<file path="config.mk">
export PLATFORM = sky130hd
export DESIGN_NAME = rs_latch_driver_flat
export DESIGN_NICKNAME = d
export VERILOG_FILES = /design/src/rtl/rs_latch_driver_if.sv /design/src/rtl/rs_latch_driver.sv /design/src/flat_wrapper.sv
export SDC_FILE = /design/constraint.sdc
export NUM_CORES = 1
export LEC_CHECK = 0
export ABC_CLOCK_PERIOD_IN_PS = 1750
export CORE_MARGIN = 5
export CORE_UTILIZATION = 30
export CTS_BUF_LIST = sky130_fd_sc_hd__clkbuf_8
export CTS_CLUSTER_DIAMETER = 100
export DETAILED_ROUTE_END_ITERATION = 6
export GPL_TIMING_DRIVEN = 1
export PLACE_DENSITY_LB_ADDON = 0.05
export SLEW_MARGIN = 20
export SYNTH_ARGS = -nofsm -noshare
export SYNTH_HDL_FRONTEND = slang
export SYNTH_SLANG_ARGS = --single-unit
export TNS_END_PERCENT = 5
</file>
<file path="constraint.sdc">
create_clock -name clk -period 1.75 [get_ports clk]
set_input_delay 0.2625 -clock clk [delete_from_list [all_inputs] [get_ports clk]]
set_output_delay 0.2625 -clock clk [all_outputs]
set_load 0.01 [all_outputs]
</file>
<file path="src/rtl/rs_latch_driver_if.sv">
// rs_latch_driver_if: request/status bundle between a client
// (master) and rs_latch_driver (slave).
// Fields: req_valid/req_val/req_ready handshake, done pulse,
// sticky err, state_q tracked latch contents.
interface rs_latch_driver_if;
  logic req_valid;
  logic req_val;
  logic req_ready;
  logic done;
  logic err;
  logic state_q;

  modport master (
    output req_valid, req_val,
    input  req_ready, done, err, state_q
  );

  modport slave (
    input  req_valid, req_val,
    output req_ready, done, err, state_q
  );
endinterface

</file>
<file path="src/rtl/rs_latch_driver.sv">
// rs_latch_driver: write controller for a NOR RS latch; one-hot
// r/s pulse, settle window, optional readback (RS_DRV_VERIFY_EN).
// Ports: clk, reset (sync, active-high), bus (slave: req_valid,
// req_val, req_ready, done, err, state_q), r, s (registered latch
// drive), q_in, qb_in (latch readback).
module rs_latch_driver #(
  parameter int PULSE_CYC  = 2,
  parameter int SETTLE_CYC = 2
) (
  input  logic clk,
  input  logic reset,
  rs_latch_driver_if.slave bus,
  output logic r,
  output logic s,
  input  logic q_in,
  input  logic qb_in
);

  localparam int MAX_CYC =
    (PULSE_CYC > SETTLE_CYC) ? PULSE_CYC : SETTLE_CYC;
  localparam int CW = $clog2(MAX_CYC + 1);
  localparam logic [CW-1:0] PULSE_LD  = CW'(PULSE_CYC);
  localparam logic [CW-1:0] SETTLE_LD = CW'(SETTLE_CYC);
  localparam logic [CW-1:0] ONE       = CW'(1);

  typedef enum logic [2:0] {
    INIT, IDLE, PULSE, SETTLE, CHECK
  } state_t;

  state_t        st, st_n;
  logic [CW-1:0] cnt, cnt_n;
  logic          val, val_n;
  logic          boot, boot_n;
  logic          r_n, s_n;
  logic          sq;

  always_ff @(posedge clk) begin
    if (reset) begin
      st   <= INIT;
      cnt  <= PULSE_LD;
      val  <= 1'b0;
      boot <= 1'b1;
      r    <= 1'b1;
      s    <= 1'b0;
      sq   <= 1'b0;
    end else begin
      st   <= st_n;
      cnt  <= cnt_n;
      val  <= val_n;
      boot <= boot_n;
      r    <= r_n;
      s    <= s_n;
      if (st == CHECK) sq <= val;
    end
  end

  always_comb begin
    st_n   = st;
    cnt_n  = cnt;
    val_n  = val;
    boot_n = boot;
    unique case (st)
      INIT, PULSE: begin
        if (cnt == ONE) begin
          st_n  = SETTLE;
          cnt_n = SETTLE_LD;
        end else begin
          cnt_n = cnt - ONE;
        end
      end
      IDLE: begin
        if (bus.req_valid) begin
          st_n   = PULSE;
          cnt_n  = PULSE_LD;
          val_n  = bus.req_val;
          boot_n = 1'b0;
        end
      end
      SETTLE: begin
        if (cnt == ONE) st_n = CHECK;
        else            cnt_n = cnt - ONE;
      end
      CHECK:   st_n = IDLE;
      default: st_n = INIT;
    endcase
  end

  // r/s are decoded from the next state so the registered
  // drive lines up with the state; the two terms are exclusive.
  always_comb begin
    r_n = (st_n == INIT) || ((st_n == PULSE) && !val_n);
    s_n = (st_n == PULSE) && val_n;
  end

  assign bus.req_ready = (st == IDLE);
  assign bus.done      = (st == CHECK) && !boot;
  assign bus.state_q   = sq;

`ifdef RS_DRV_VERIFY_EN
  logic mism;
  logic err_q;

  // q==qb catches a latch stuck in the forbidden/metastable pair.
  assign mism = (q_in != val) || (qb_in != ~val)
             || (q_in == qb_in);

  always_ff @(posedge clk) begin
    if (reset)                     err_q <= 1'b0;
    else if ((st == CHECK) && mism) err_q <= 1'b1;
  end

  assign bus.err = err_q;
`else
  logic unused_rb;
  assign unused_rb = q_in ^ qb_in;
  assign bus.err   = 1'b0;
`endif

endmodule

</file>
<file path="src/flat_wrapper.sv">
// flat-port wrapper written by rule: the top's interface ports become plain ports
module rs_latch_driver_flat 
#(
  parameter int PULSE_CYC  = 2,
  parameter int SETTLE_CYC = 2
)
  (clk, reset, r, s, q_in, qb_in, bus_req_valid, bus_req_val, bus_req_ready, bus_done, bus_err, bus_state_q);
  rs_latch_driver_if bus_i ();
  input  logic clk;
  input  logic reset;
  output logic r;
  output logic s;
  input  logic q_in;
  input  logic qb_in;
  input wire logic [$bits(bus_i.req_valid)-1:0] bus_req_valid;
  input wire logic [$bits(bus_i.req_val)-1:0] bus_req_val;
  output wire logic [$bits(bus_i.req_ready)-1:0] bus_req_ready;
  output wire logic [$bits(bus_i.done)-1:0] bus_done;
  output wire logic [$bits(bus_i.err)-1:0] bus_err;
  output wire logic [$bits(bus_i.state_q)-1:0] bus_state_q;
  assign bus_i.req_valid = bus_req_valid;
  assign bus_i.req_val = bus_req_val;
  assign bus_req_ready = bus_i.req_ready;
  assign bus_done = bus_i.done;
  assign bus_err = bus_i.err;
  assign bus_state_q = bus_i.state_q;
  rs_latch_driver #(.PULSE_CYC(PULSE_CYC), .SETTLE_CYC(SETTLE_CYC)) u_core (.clk(clk), .reset(reset), .bus(bus_i), .r(r), .s(s), .q_in(q_in), .qb_in(qb_in));
endmodule
</file>
# == Word level (Yosys, flattened, before mapping) ==
# Index checks and enable logic that the tools add are counted.
# classes
addsub,1
eq_ne,8
muxes,10
n_reduce_logical,12
# ops
op,n
$pmux 3 s4,1
$eq 3x2->1 const B,3
$mux 3,3
$logic_not 3->1,2
$mux 2,3
$pmux 2 s3,1
$ne 2x2->1 const B,2
$eq 3x1->1 const B,1
$eq 3x3->1 const B,1
$logic_and 1x1->1,3
$reduce_and 3->1,1
$reduce_bool 3->1,1
$eq 2x1->1 const B,1
$logic_not 1->1,2
$mux 1,2
$reduce_and 2->1,1
$reduce_or 2->1,1
$sub 2x1->2 const B,1
$logic_or 1x1->1,1
# totals
register_bits,10
input_bits,6
wordCells,38

# == Depth between registers and ports, before layout ==
# Gate-level depths: netlist of run 1.
# depth
ltp_word,6
ltp_mapped,6
mapped_depth_nobuf,6

# == Worst setup path before layout of run 1 ==
# No wires, ideal clock.
# synth_timing
path_kind,register to register
start,register u_core.cnt[1]
end,register u_core.cnt[0]
arrival_ns,1.191
setup_slack_ns,0.474
stages_incl_launch_ff,6
path_buffers,0
cell_sequence,dfxtp_1 -> inv_1 -> ha_1 -> or2_1 -> or2_0 -> a211oi_1
# synth_via
elab_chain_len,3
# synth_rtl
item,line,source
"start, declared",rs_latch_driver.sv:31,"logic [CW-1:0] cnt, cnt_n;"
"start signal, assigned",rs_latch_driver.sv:48,cnt <= cnt_n;
$eq 2x1->1 (*),"rs_latch_driver.sv:64, rs_latch_driver.sv:80",
$mux 2 / $ne 2x2->1 (equally long branches),-,
$pmux 2 s3 / $reduce_and 3->1 (equally long branches),-,
# Every way passes the cells marked *; elsewhere a longest branch is shown, timed or not.
# A chain may end at the register's enable or synchronous reset.

# == Final worst setup path of run 1 ==
# layout_timing
start,register u_core.st[2]
end,output port bus_done
# layout_via
elab_chain_len,2
# layout_rtl
item,line,source
"start, declared",rs_latch_driver.sv:30,"state_t st, st_n;"
"start signal, assigned",rs_latch_driver.sv:47,st <= st_n;
$eq 3x3->1,rs_latch_driver.sv:96,assign bus.done = (st == CHECK) && !boot;
$logic_and 1x1->1,rs_latch_driver.sv:96,
"end, declared",flat_wrapper.sv:18,output wire logic [$bits(bus_i.done)-1:0] bus_done;
# Every way passes these cells.

==> flow_metrics.py, run 1 <==
metrics = {
    "flow_run": {
        "drv_cap": 0,
    },
    "synth": {
        "synth.area.top_cells": "dfxtp_1, mux2i_1, ha_1",
        "ys_ff_latch": 10,
        "avgSynthCellArea_sq_um": 9.155,
        "netlist.area_leader.share": 0.3645,
        "synth_area_leader_cell": "dfxtp_1",
        "syn-cell-area_sq_um": 549.3,
        "synth_warnings": 0,
        "syn-num-nets": 68,
        "synthDistinctLibCells": 30,
        "ys_seq_area_frac": 0.3645,
        "synth_cells": 60,
    },
    "cells_and_area": {
        "fillers": 179,
        "nNetsFinal": 80,
        "syn_to_final_growth_pct": 25.97,
        "layout-drive-gt1-share": 0.1429,
        "diodes": 0,
    },
    "pwr": {
        "p_clk_frac": 0.404,
        "swShare": 0.2433,
        "sequentialPowerShare": 0.428,
        "power_density_mw_per_mm2": 847.5,
        "p_leak_nw": 0.3156,
        "p_int_mw": 0.4437,
        "switchingPower_mw": 0.1427,
        "p_comb_frac": 0.168,
        "peakVddDrop_mv": 0.4191,
    },
    "die": {
        "dieArea_sq_mm": 0.002787,
        "ioPinCount": 12,
        "rows": 15,
        "die_x_microns": 52.79,
        "start_util": 0.3181,
        "die_h_microns": 52.79,
        "coreArea_sq_mm": 0.001727,
    },
    "hold_path": {
        "hp-class": "flip-flop to flip-flop",
    },
    "cts": {
        "cts_max_level": 1,
        "cts_max_path_buffers": 2,
        "clock-sinks": 10,
        "cts_buffers": 3,
        "hold_buffers": 0,
        "cts_setup_buffers": 0,
        "clkTransAtPathRegs_ns": 0.05,
        "tritoncts": "built",
        "root_buffer": "clkbuf_8",
        "post_cts_resized": 2,
        "clock_latency_ns": 0.23,
    },
    "timing": {
        "max_freq_mhz": 632.6,
        "finalHoldViolCount": 0,
        "tns_ns": 0,
        "slew_violations": 0,
        "rsz0062_at_grt": "no",
        "fin_crit_ns": 1.581,
        "skew_ns": 0.003145,
        "setup_ws_ns": 0.1693,
        "min_period_over_period": 0.9033,
        "setup-violations-final": 0,
    },
    "place": {
        "dp_slack_ns": 0.1039,
        "portBuffers": 8,
        "hpwl_microns": 794.6,
        "place.gp.congestion": 0.7194,
    },
    "worst_setup_path": {
        "worstPathMaxFanout": 4,
        "path_class": "flip-flop to primary output",
        "cp-start-kind": "flip-flop",
        "crit_arrival_ns": 1.32,
        "crit_required_ns": 1.49,
        "cp-end-kind": "primary output",
    },
    "drt": {
        "wl_per_cell_microns": 11.05,
        "ant_nets": 0,
        "wl_microns": 1050,
        "viasPerCell": 4.526,
        "drt_iter0_markers": 4,
        "drtPass1Iterations": 4,
        "num_vias": 430,
        "drc_errors": 0,
    },
    "global_route": {
        "antenna_found_initial": 0,
        "grt_pass1_wl_microns": 1863,
        "grt_pass1_vias": 427,
        "gr-total-overflow": 0,
        "grt_usage": 0.09524,
        "grt_max_degree": 12,
    },
    "run_status": {
        "status": "complete, no violations",
    },
}
## kinds of logic after synthesis
logic type,after synthesis,synth area share
AOI/OAI and AO/OA,12,0.1572
and+or+nand+nor,20,0.2300
adders and majority gates,2,0.04555
DFF,10,0.3645
buffers and inverters,10,0.1025
muxes,5,0.09340
other,1,0.006827
## cells in the mapped netlist (all sizes together)
cell	number
nor2b	2
nand2b	4
mux2i	4
nand3b	2
a211oi	2
a2bb2oi	1
a311oi	1
o21ai	2
or2	2
a31oi	2
mux2	1
and2b	1
a32oi	1
a311o	1
nor2	4
buf	4
clkbuf	1
nand2	1
nor3	1
a21oi	1
a21o	1
ha	2
inv	5
nand3	1
dfxtp	10
conb	1
or3b	1
and4bb	1
## sequential cells by signal, summed over array words and instances, names as in the netlist
| register | flops |
|---|---|
| u_core.boot | 1 |
| u_core.bus.state_q | 1 |
| u_core.cnt | 2 |
| u_core.r | 1 |
| u_core.s | 1 |
| u_core.st | 3 |
| u_core.val | 1 |
## worst paths after layout
check,start,to,slack (ns),depth (start not counted)
hold / removal,u_core.boot,u_core.boot,0.48,2
setup / recovery,u_core.st[2],bus_done,0.17,3
setup reg to reg,u_core.st[1],u_core.r,0.37,4
hold reg to reg,u_core.boot,u_core.boot,0.48,2
## per-stage QoR
stage               cell area (sq um)  power, mW    util  hold WS, ns  cells
floorplan                       549.3     0.3266       -       0.4300     60
detailed placement              653.1     0.3557  0.3783       0.4781     92
finish                          691.9     0.5864  0.4007       0.4825     95
global route                    691.9     0.6214  0.4007       0.5341     95
global placement                653.1     0.3565  0.3783       0.4753     92
CTS                             691.9     0.5947  0.4007       0.4855     95
## per-layer routing
layer	vias up	global-route usage	routed length [microns]
met5	-	0	0
met4	0	0.05106	6
li1	227	-	-
met3	2	0.03419	39
met2	7	0.1240	452
met1	194	0.1324	550
## layout by cell type (no fill, tap or decap), types with 2 or more instances in the layout
| cell type | synthesis | routed |
|---|---|---|
| dfxtp_1 | 10 | 10 |
| clkdlybuf4s50_1 | 0 | 6 |
| inv_1 | 5 | 5 |
| nor2_1 | 4 | 4 |
| mux2i_1 | 4 | 4 |
| nand2b_1 | 4 | 4 |
| buf_4 | 3 | 4 |
| clkbuf_8 | 0 | 3 |
| nor2b_1 | 2 | 2 |
| a211oi_1 | 2 | 2 |
| nand3b_1 | 2 | 2 |
| a31oi_1 | 2 | 2 |
| o21ai_0 | 2 | 2 |
| ha_1 | 2 | 2 |
| dlygate4sd2_1 | 0 | 2 |
## cell type report
class | count | area [sq um] | area share
Sequential cell | 10 | 200.2 | 0.2893
Clock buffer | 3 | 41.29 | 0.05967
Inverter | 5 | 18.77 | 0.02712
Tap cell | 25 | 31.28 | 0.04521
Timing Repair Buffer | 12 | 107.6 | 0.1555
Multi-Input combinational cell | 40 | 292.8 | 0.4231
## power groups by stage
stage | clock network, mW | logic [mW] | registers (mW)
final | 0.237 | 0.0983 | 0.251
after global routing | 0.257 | 0.111 | 0.253
after CTS | 0.244 | 0.0997 | 0.251
after detailed placement | 0 | 0.100 | 0.256
after global placement | 0 | 0.101 | 0.256
after floorplan | 0 | 0.0723 | 0.254
## critical path: stages, from the launching register on
cell and delay, ns:
dfxtp_1 0.33, or3b_4 0.41, nor2_1 0.09, dlygate4sd2_1 0.27
No activity file was read; power rests on OpenSTA's default activity.
==> inputs of run 2 (changes only) <==
--- a/config.mk
+++ b/config.mk
@@ -17,4 +17,4 @@
 export SYNTH_ARGS = -nofsm -noshare
 export SYNTH_HDL_FRONTEND = slang
 export SYNTH_SLANG_ARGS = --single-unit
-export TNS_END_PERCENT = 5
+export TNS_END_PERCENT = 50
==> results of run 2 <==
The final DEF is identical to that of run 1; final timing and power are the same.
